==> src/rtl/res_seq_pkg.sv <==
// Shared types and constants for the SoC reset sequencer.
package res_seq_pkg;

  typedef enum logic [1:0] {
    ST_HOLD,
    ST_RELEASE,
    ST_RUN
  } state_t;

  localparam logic [1:0] CAUSE_POR  = 2'b01;
  localparam logic [1:0] CAUSE_SOFT = 2'b10;

  function automatic int max_int(input int a, input int b);
    return (a > b) ? a : b;
  endfunction

endpackage

==> src/rtl/res_n_sync_async.sv <==
// Reset synchroniser: asserts as soon as res_n falls, releases STAGES clock
// edges after res_n is first sampled high.
module res_n_sync_async #(
  parameter int STAGES = 2
) (
  input  logic clk,
  input  logic res_n,
  output logic rst_s
);

  logic [STAGES-1:0] chain;

  // NOTE: the chain clears asynchronously so reset is never missed when the
  // clock is stopped, but only ever releases on a clock edge so downstream
  // flops never see a release racing the clock.
  always_ff @(posedge clk or negedge res_n) begin
    if (!res_n) begin
      chain <= '0;
    end else begin
      chain <= {chain[STAGES-2:0], 1'b1};
    end
  end

  assign rst_s = chain[STAGES-1];

endmodule

==> src/rtl/res_seq_ctrl.sv <==
// Reset sequencer: asserts all domain resets together, then releases them one
// by one in index order after a minimum hold, gated by each domain's ready.
module res_seq_ctrl
  import res_seq_pkg::*;
#(
  parameter int N_DOMAINS   = 3,
  parameter int SYNC_STAGES = 2,
  parameter int MIN_HOLD    = 4,
  parameter int RELEASE_GAP = 3
) (
  input  logic                 clk,
  input  logic                 res_n,
  input  logic                 soft_res_req,
  input  logic [N_DOMAINS-1:0] domain_ready,
  output logic [N_DOMAINS-1:0] res_n_out,
  output logic                 seq_done,
  output logic [1:0]           res_cause
);

  localparam int CW = $clog2(max_int(MIN_HOLD, RELEASE_GAP) + 1);
  localparam int IW = (N_DOMAINS > 1) ? $clog2(N_DOMAINS) : 1;

  localparam logic [CW-1:0] HOLD_LAST = CW'(MIN_HOLD - 1);
  localparam logic [CW-1:0] GAP_LAST  = CW'(RELEASE_GAP - 1);
  localparam logic [IW-1:0] IDX_LAST  = IW'(N_DOMAINS - 1);

  logic                 rst_s;
  state_t               state;
  logic [CW-1:0]        cnt;
  logic [IW-1:0]        idx;
  logic [N_DOMAINS-1:0] next_mask;
  logic                 next_ready;

  res_n_sync_async #(
    .STAGES(SYNC_STAGES)
  ) u_sync (
    .clk  (clk),
    .res_n(res_n),
    .rst_s(rst_s)
  );

  // One-hot select of the domain that would be released next (idx+1).
  // NOTE: every variable written here gets a default first, so no path can
  // leave it unassigned and infer a latch.
  always_comb begin
    next_mask = '0;
    for (int i = 0; i < N_DOMAINS - 1; i++) begin
      if (idx == IW'(i)) next_mask[i+1] = 1'b1;
    end
    next_ready = |(next_mask & domain_ready);
  end

  // res_n itself is the async reset so outputs drop without a clock; rst_s
  // only holds the sequence until the synchronised release arrives.
  always_ff @(posedge clk or negedge res_n) begin
    if (!res_n) begin
      state     <= ST_HOLD;
      cnt       <= '0;
      idx       <= '0;
      res_n_out <= '0;
      seq_done  <= 1'b0;
      res_cause <= CAUSE_POR;
    end else if (rst_s) begin
      if (soft_res_req && state != ST_HOLD) begin
        state     <= ST_HOLD;
        cnt       <= '0;
        idx       <= '0;
        res_n_out <= '0;
        seq_done  <= 1'b0;
        res_cause <= CAUSE_SOFT;
      end else begin
        case (state)
          ST_HOLD: begin
            if (cnt != HOLD_LAST) begin
              cnt <= cnt + 1'b1;
            end else if (domain_ready[0]) begin
              res_n_out[0] <= 1'b1;
              cnt          <= '0;
              idx          <= '0;
              state        <= ST_RELEASE;
            end
          end
          ST_RELEASE: begin
            if (cnt != GAP_LAST) begin
              cnt <= cnt + 1'b1;
            end else if (idx == IDX_LAST) begin
              seq_done <= 1'b1;
              state    <= ST_RUN;
            end else if (next_ready) begin
              res_n_out <= res_n_out | next_mask;
              idx       <= idx + 1'b1;
              cnt       <= '0;
            end
          end
          ST_RUN: ;
          default: state <= ST_HOLD;
        endcase
      end
    end
  end

endmodule
==> config.mk <==
export PLATFORM = sky130hd
export DESIGN_NAME = res_seq_ctrl
export DESIGN_NICKNAME = d
export VERILOG_FILES = /design/src/rtl/res_seq_pkg.sv /design/src/rtl/res_n_sync_async.sv /design/src/rtl/res_seq_ctrl.sv
export SDC_FILE = /design/constraint.sdc
export NUM_CORES = 1
export LEC_CHECK = 0
export BUFFER_PORTS_ARGS = -buffer_cell sky130_fd_sc_hd__clkbuf_2
export CELL_PAD_IN_SITES_DETAIL_PLACEMENT = 1
export CELL_PAD_IN_SITES_GLOBAL_PLACEMENT = 2
export CORE_MARGIN = 2
export CORE_UTILIZATION = 35
export DETAILED_ROUTE_END_ITERATION = 12
export PLACE_DENSITY_LB_ADDON = 0.1
export SYNTH_ARGS = -nofsm -noshare
export SYNTH_HDL_FRONTEND = slang
export SYNTH_HIERARCHICAL = 1
export SYNTH_SLANG_ARGS = --single-unit
==> constraint.sdc <==
create_clock -name clk -period 3.2 [get_ports clk]
set_input_delay 0.64 -clock clk [delete_from_list [all_inputs] [get_ports clk]]
set_output_delay 0.64 -clock clk [all_outputs]
set_load 0.005 [all_outputs]
# Word-level counts from Yosys, hierarchy flattened
# Index checks and enable logic that the tools add are counted.
[totals] register_bits=15 latchBits=0 mem_bits_rw=0 mem_bits_ro=0 input_bits=6 output_inout_bits=6 word_cells=79 memories=0
[classes] add_sub_neg=2 multipliers=0 n_div=0 order_cmp=0 eq_ne=18 shifts=0 n_mux=34 n_bitwise=2 n_reduce_logical=15
[ops] cell="$mux 3" count=10
[ops] cell="$mux 2" count=12
[ops] cell="$ne 3x3->1 const B" count=6
[ops] cell="$ne 4x4->1 const B" count=3
[ops] cell="$reduce_and 5->1" count=2
[ops] cell="$mux 1" count=8
[ops] cell="$reduce_bool 2->1" count=4
[ops] cell="$reduce_and 7->1" count=1
[ops] cell="$ne 2x2->1 const B" count=3
[ops] cell="$ne 3x2->1 const B" count=2
[ops] cell="$pmux 2 s3" count=1
[ops] cell="$pmux 3 s2" count=1
[ops] cell="$reduce_and 6->1" count=1
[ops] cell="$eq 2x1->1 const B" count=2
[ops] cell="$eq 2x2->1 const B" count=2
[ops] cell="$logic_not 2->1" count=2
[ops] cell="$pmux 2 s2" count=1
[ops] cell="$reduce_and 4->1" count=1
[ops] cell="$add 3x1->3 const B" count=1
[ops] cell="$and 3x3->3" count=1
[ops] cell="$or 3x3->3" count=1
[ops] cell="$reduce_bool 3->1" count=1
[ops] cell="$reduce_or 3->1" count=1
[ops] cell="$add 2x1->2 const B" count=1
[ops] cell="3 further kinds" count=3

# Longest topological paths before layout
[logic_depth] word_depth=9 ltp_mapped=6

# Cells and area by module
# The synthesis kept the hierarchy.
[modules_own_cells] mod="res_seq_ctrl" instances=1 cells_per_inst=74 area_each_um2=800.8 seq_area_each_um2=326.6
[modules_own_cells] mod="res_n_sync_async" instances=1 cells_per_inst=3 area_each_um2=53.8 seq_area_each_um2=50.0

# Least setup slack after synthesis
# OpenSTA, ideal clock, no wires.
[synth_path] path_kind="flip-flop to flip-flop" from="register idx[0]" to="register cnt[0]" setup_ns=0.079 arrival_ns=1.523 required_time_ns=3.121 slack_ns=1.597 stages_incl_launch_ff=7 synth_period_minus_slack_ns=1.603 path_cell_list="dfrtp_1 > inv_1 > ha_1 > a22oi_2 > nor2_1 > o31ai_4 > mux2i_1"
[synth_via] elab_chain_cells=6 word_cells_on_any_way=10 classes_between="4 x eq/ne; 2 x mux; 1 x bitwise; 3 x reduce/logical"
[synth_rtl] element="start: declaration" line_no="res_seq_ctrl.sv:30" rtl="logic [IW-1:0] idx;"
[synth_rtl] element="start signal: assignment" line_no="res_seq_ctrl.sv:91" rtl="idx <= idx + 1'b1;"
[synth_rtl] element="$eq 2x1->1 / $logic_not 2->1 (equally long branches)" line_no="res_seq_ctrl.sv:48" rtl="if (idx == IW'(i)) next_mask[i+1] = 1'b1;"
[synth_rtl] element="$mux 1" line_no="res_seq_ctrl.sv:48"
[synth_rtl] element="$and 3x3->3" line_no="res_seq_ctrl.sv:50" rtl="next_ready = |(next_mask & domain_ready);"
[synth_rtl] element="$reduce_or 3->1" line_no="res_seq_ctrl.sv:50"
[synth_rtl] element="$ne 4x4->1 (no source line)"
[synth_rtl] element="$reduce_and 5->1 (no source line) *"
[synth_rtl] element="end signal: assignment" line_no="res_seq_ctrl.sv:75" rtl="cnt <= cnt + 1'b1;"
[synth_rtl] element="end signal: assignment" line_no="res_seq_ctrl.sv:85" rtl="cnt <= cnt + 1'b1;"
[synth_rtl] element="end: declaration" line_no="res_seq_ctrl.sv:29" rtl="logic [CW-1:0] cnt;"
# Every way passes the cells marked *; elsewhere a longest branch is shown, timed or not.
# A chain may end at the register's enable or synchronous reset.

# Final worst setup path
[layout_path] from="register idx[0]" to="register idx[1]"
[layout_via] elab_chain_cells=6 word_cells_on_any_way=16 classes_between="1 x add/sub; 4 x eq/ne; 7 x mux; 1 x bitwise; 3 x reduce/logical"
[layout_rtl] element="$add 2x1->2 (tied with other cells)" line_no="res_seq_ctrl.sv:91"
[layout_rtl] element="$mux 2 / $mux 1 (equally long branches)" line_no="res_seq_ctrl.sv:89, res_seq_ctrl.sv:48"
[layout_rtl] element="$mux 2 / $and 3x3->3 (equally long branches)" line_no="res_seq_ctrl.sv:86, res_seq_ctrl.sv:50"
[layout_rtl] element="$mux 2 / $reduce_or 3->1 (equally long branches)" line_no="res_seq_ctrl.sv:84, res_seq_ctrl.sv:50"
[layout_rtl] element="$pmux 2 s2 / $ne 3x3->1 (equally long branches)"
[layout_rtl] element="$mux 2 / $reduce_and 7->1 (equally long branches)"
# Parallel ways exist; a longest one is shown, timed or not. The select of a mux whose other input is x is not followed.

==> impl_metrics.py <==
metrics = {
    "logic_synthesis": {
        "synth_area_per_cell_um2": 11.1,
        "synth.distinct_cells": 33,
        "syn-instance-count": 77,
        "synth_area_leaders": "dfrtp_1 41%, ha_1 10%, inv_1 4.4%",
        "yosys_warnings": 6,
        "ys_ff_latch": 15,
        "syn_nets": 90,
        "synth_largest_area_cell": "dfrtp_1",
        "synth_top_area_frac": 0.410,
        "syn-cell-area_um2": 855,
        "yosysSeqAreaShare": 0.441,
    },
    "cells_and_area": {
        "final_cell_mix": "14 x dfrtp_1, 11 x clkbuf_2, 10 x inv_1, 7 x o21ai_0, 7 x ha_1",
        "fin_util": 0.431,
        "area_growth_syn_to_layout_pct": 13.6,
        "nets": 106,
        "drive_above_1_share": 0.272,
        "n_fill_cell": 273,
        "antenna_cells": 0,
        "final_common_cell": "dfrtp_1",
    },
    "clock_tree": {
        "clock_sinks": 15,
        "cts_setup_buffers": 0,
        "cts_tree": "done",
        "ctsRootBufferMaster": "clkbuf_4",
        "numCtsBuffers": 3,
        "cts_buffer_depth": 2,
        "ctsResizeCount": 0,
        "h-tree-depth": 1,
        "hold_buffers": 0,
        "clkTransAtPathRegs_ns": 0.09,
        "clk_latency_ns": 0.28,
    },
    "routing": {
        "drt_iter0_drc": 1,
        "routed-via-count": 619,
        "wirelength_um": 1720,
        "via_per_inst": 5.16,
        "drc_errors": 0,
        "wire_per_inst_um": 14.3,
        "drtPass1Iterations": 2,
        "final_antenna_net_count": 0,
    },
    "grt": {
        "grt_max_degree": 16,
        "grt_overflow": 0,
        "grt_use_total": 0.145,
        "grt_antenna_before_repair": 0,
        "grt_first_pass_wirelength_um": 2890,
        "grt_pass1_vias": 623,
    },
    "critical_path": {
        "ff2ff_setup_slack_ns": 1.34,
        "crit_type": "reg2reg",
        "critPathArrivalTime_ns": 2.04,
        "reg2reg_depth": 6,
        "rr_startpoint": "idx[0]",
        "critPathRequiredTime_ns": 3.38,
        "end_kind": "flip-flop",
        "cp-start-kind": "flip-flop",
        "r2r_end": "idx[1]",
        "cp_max_fo": 4,
    },
    "pwr": {
        "powerDensity_nw_per_um2": 647,
        "p_int_uw": 397,
        "p_clk_frac": 0.174,
        "p_comb_frac": 0.393,
        "pwr-share-seq": 0.434,
        "ir_drop_uv": 320,
        "swShare": 0.368,
        "p_leak_nw": 0.441,
        "switching_power_uw": 231,
    },
    "timing": {
        "skew_ns": 0.00432,
        "fin_hold_ws_ns": 0.263,
        "rsz0062_at_grt": "false",
        "fmax_ghz": 0.537,
        "period_share": 0.582,
        "setup_tns_ns": 0,
        "finalMaxSlewViolations": 0,
        "layout_setup_ws_ns": 1.34,
        "finalSetupViolations": 0,
        "finalHoldViolations": 0,
        "finalCriticalPeriod_ns": 1.86,
        "worstMarginPinSlew_ns": 0.576,
        "slew_headroom": 0.611,
    },
    "placement": {
        "place.gp.congestion": 0.760,
        "dp_slack_ns": 1.37,
        "hpwl_um": 1390,
        "io_buffers": 11,
    },
    "run": {
        "max_cap_violations": 0,
    },
    "worst_hold_path": {
        "hold_path_class": "in2async",
    },
    "floorplan": {
        "dieArea_um2": 2850,
        "rows": 17,
        "die_x_um": 53.4,
        "die_h_um": 53.4,
        "core_area_um2": 2250,
        "ios": 12,
        "start_util": 0.379,
    },
    "run_status": {
        "outcome": "finished clean",
    },
}
==> metal layers <==
metal,vias up,part of all wire,track usage
li1,311,-,-
met1,298,0.47,0.182
met2,8,0.49,0.235
met3,2,0.030,0.0339
met4,0,0.0076,0.0641
met5,-,0,0
==> logic make-up after synthesis <==
kind of cell               share of synthesized area
DFF                                            0.441
other                                        0.00439
buffers and inverters                         0.0439
muxes                                         0.0351
AOI/OAI and AO/OA                              0.242
adders and majority gates                      0.102
and+or+nand+nor                                0.132
==> synth_stat cells, drive strengths merged <==
cell type   n
ha          7
o311ai      1
o31ai       2
nand2b      2
nor2b       3
a21oi       1
or2         1
a21boi      1
a32o        3
nand3       1
or3b        1
a22oi       1
and2        1
nand2       3
o31a        1
a31oi       2
nand4       1
a211oi      2
o21bai      1
dfstp       1
dfrtp      14
o21ba       1
o21ai       7
a311oi      1
mux2i       3
nor2        2
and3        1
conb        1
nor4        1
inv        10
==> final cells by class <==
class	instances	area [µm²]	share of cell area
inverters	10	37.5	0.0387
multi-input cells	52	440	0.454
clock buffers	4	26.3	0.0271
repair buffers	11	55.1	0.0567
flip-flops and latches	15	377	0.388
well taps	28	35.0	0.0361
==> flip-flops by register name, indices dropped and copies added, names as in the netlist <==
signal        cells
cnt               3
res_n_out         3
idx               2
res_cause         2
state             2
u_sync/chain      2
seq_done          1
==> worst max-delay path, stage by stage, from the launching register on <==
cell and delay [ns]:
dfrtp_1 0.43, inv_1 0.10, ha_1 0.21, a22oi_2 0.13, o311ai_0 0.55, nand2_1 0.12, a32o_1 0.22
==> metrics by stage <==
stage	instance area (µm²)	power, mW	instances
floorplan	855	0.451	77
finish	971	0.628	120
global route	971	0.691	120
detailed placement	945	0.529	116
CTS	971	0.640	120
global placement	945	0.523	116
==> worst max-delay path by stage <==
stage	start	endpoint	slack (ns)	depth (start not counted)
after global placement	soft_res_req	cnt[2]	1.39	4
final	idx[0]	idx[1]	1.34	6
after global routing	idx[0]	cnt[2]	1.27	6
after CTS	idx[0]	idx[1]	1.36	6
after floorplan	idx[0]	cnt[0]	1.60	6
after detailed placement	soft_res_req	idx[0]	1.37	5
==> power groups by stage <==
stage | clock network (mW) | registers, mW | logic [mW]
after global placement | 0 | 0.275 | 0.248
after global routing | 0.126 | 0.282 | 0.284
final | 0.109 | 0.273 | 0.247
after detailed placement | 0 | 0.278 | 0.251
after CTS | 0.114 | 0.274 | 0.252
after floorplan | 0 | 0.269 | 0.182
Power figures use the tool's default switching activity.
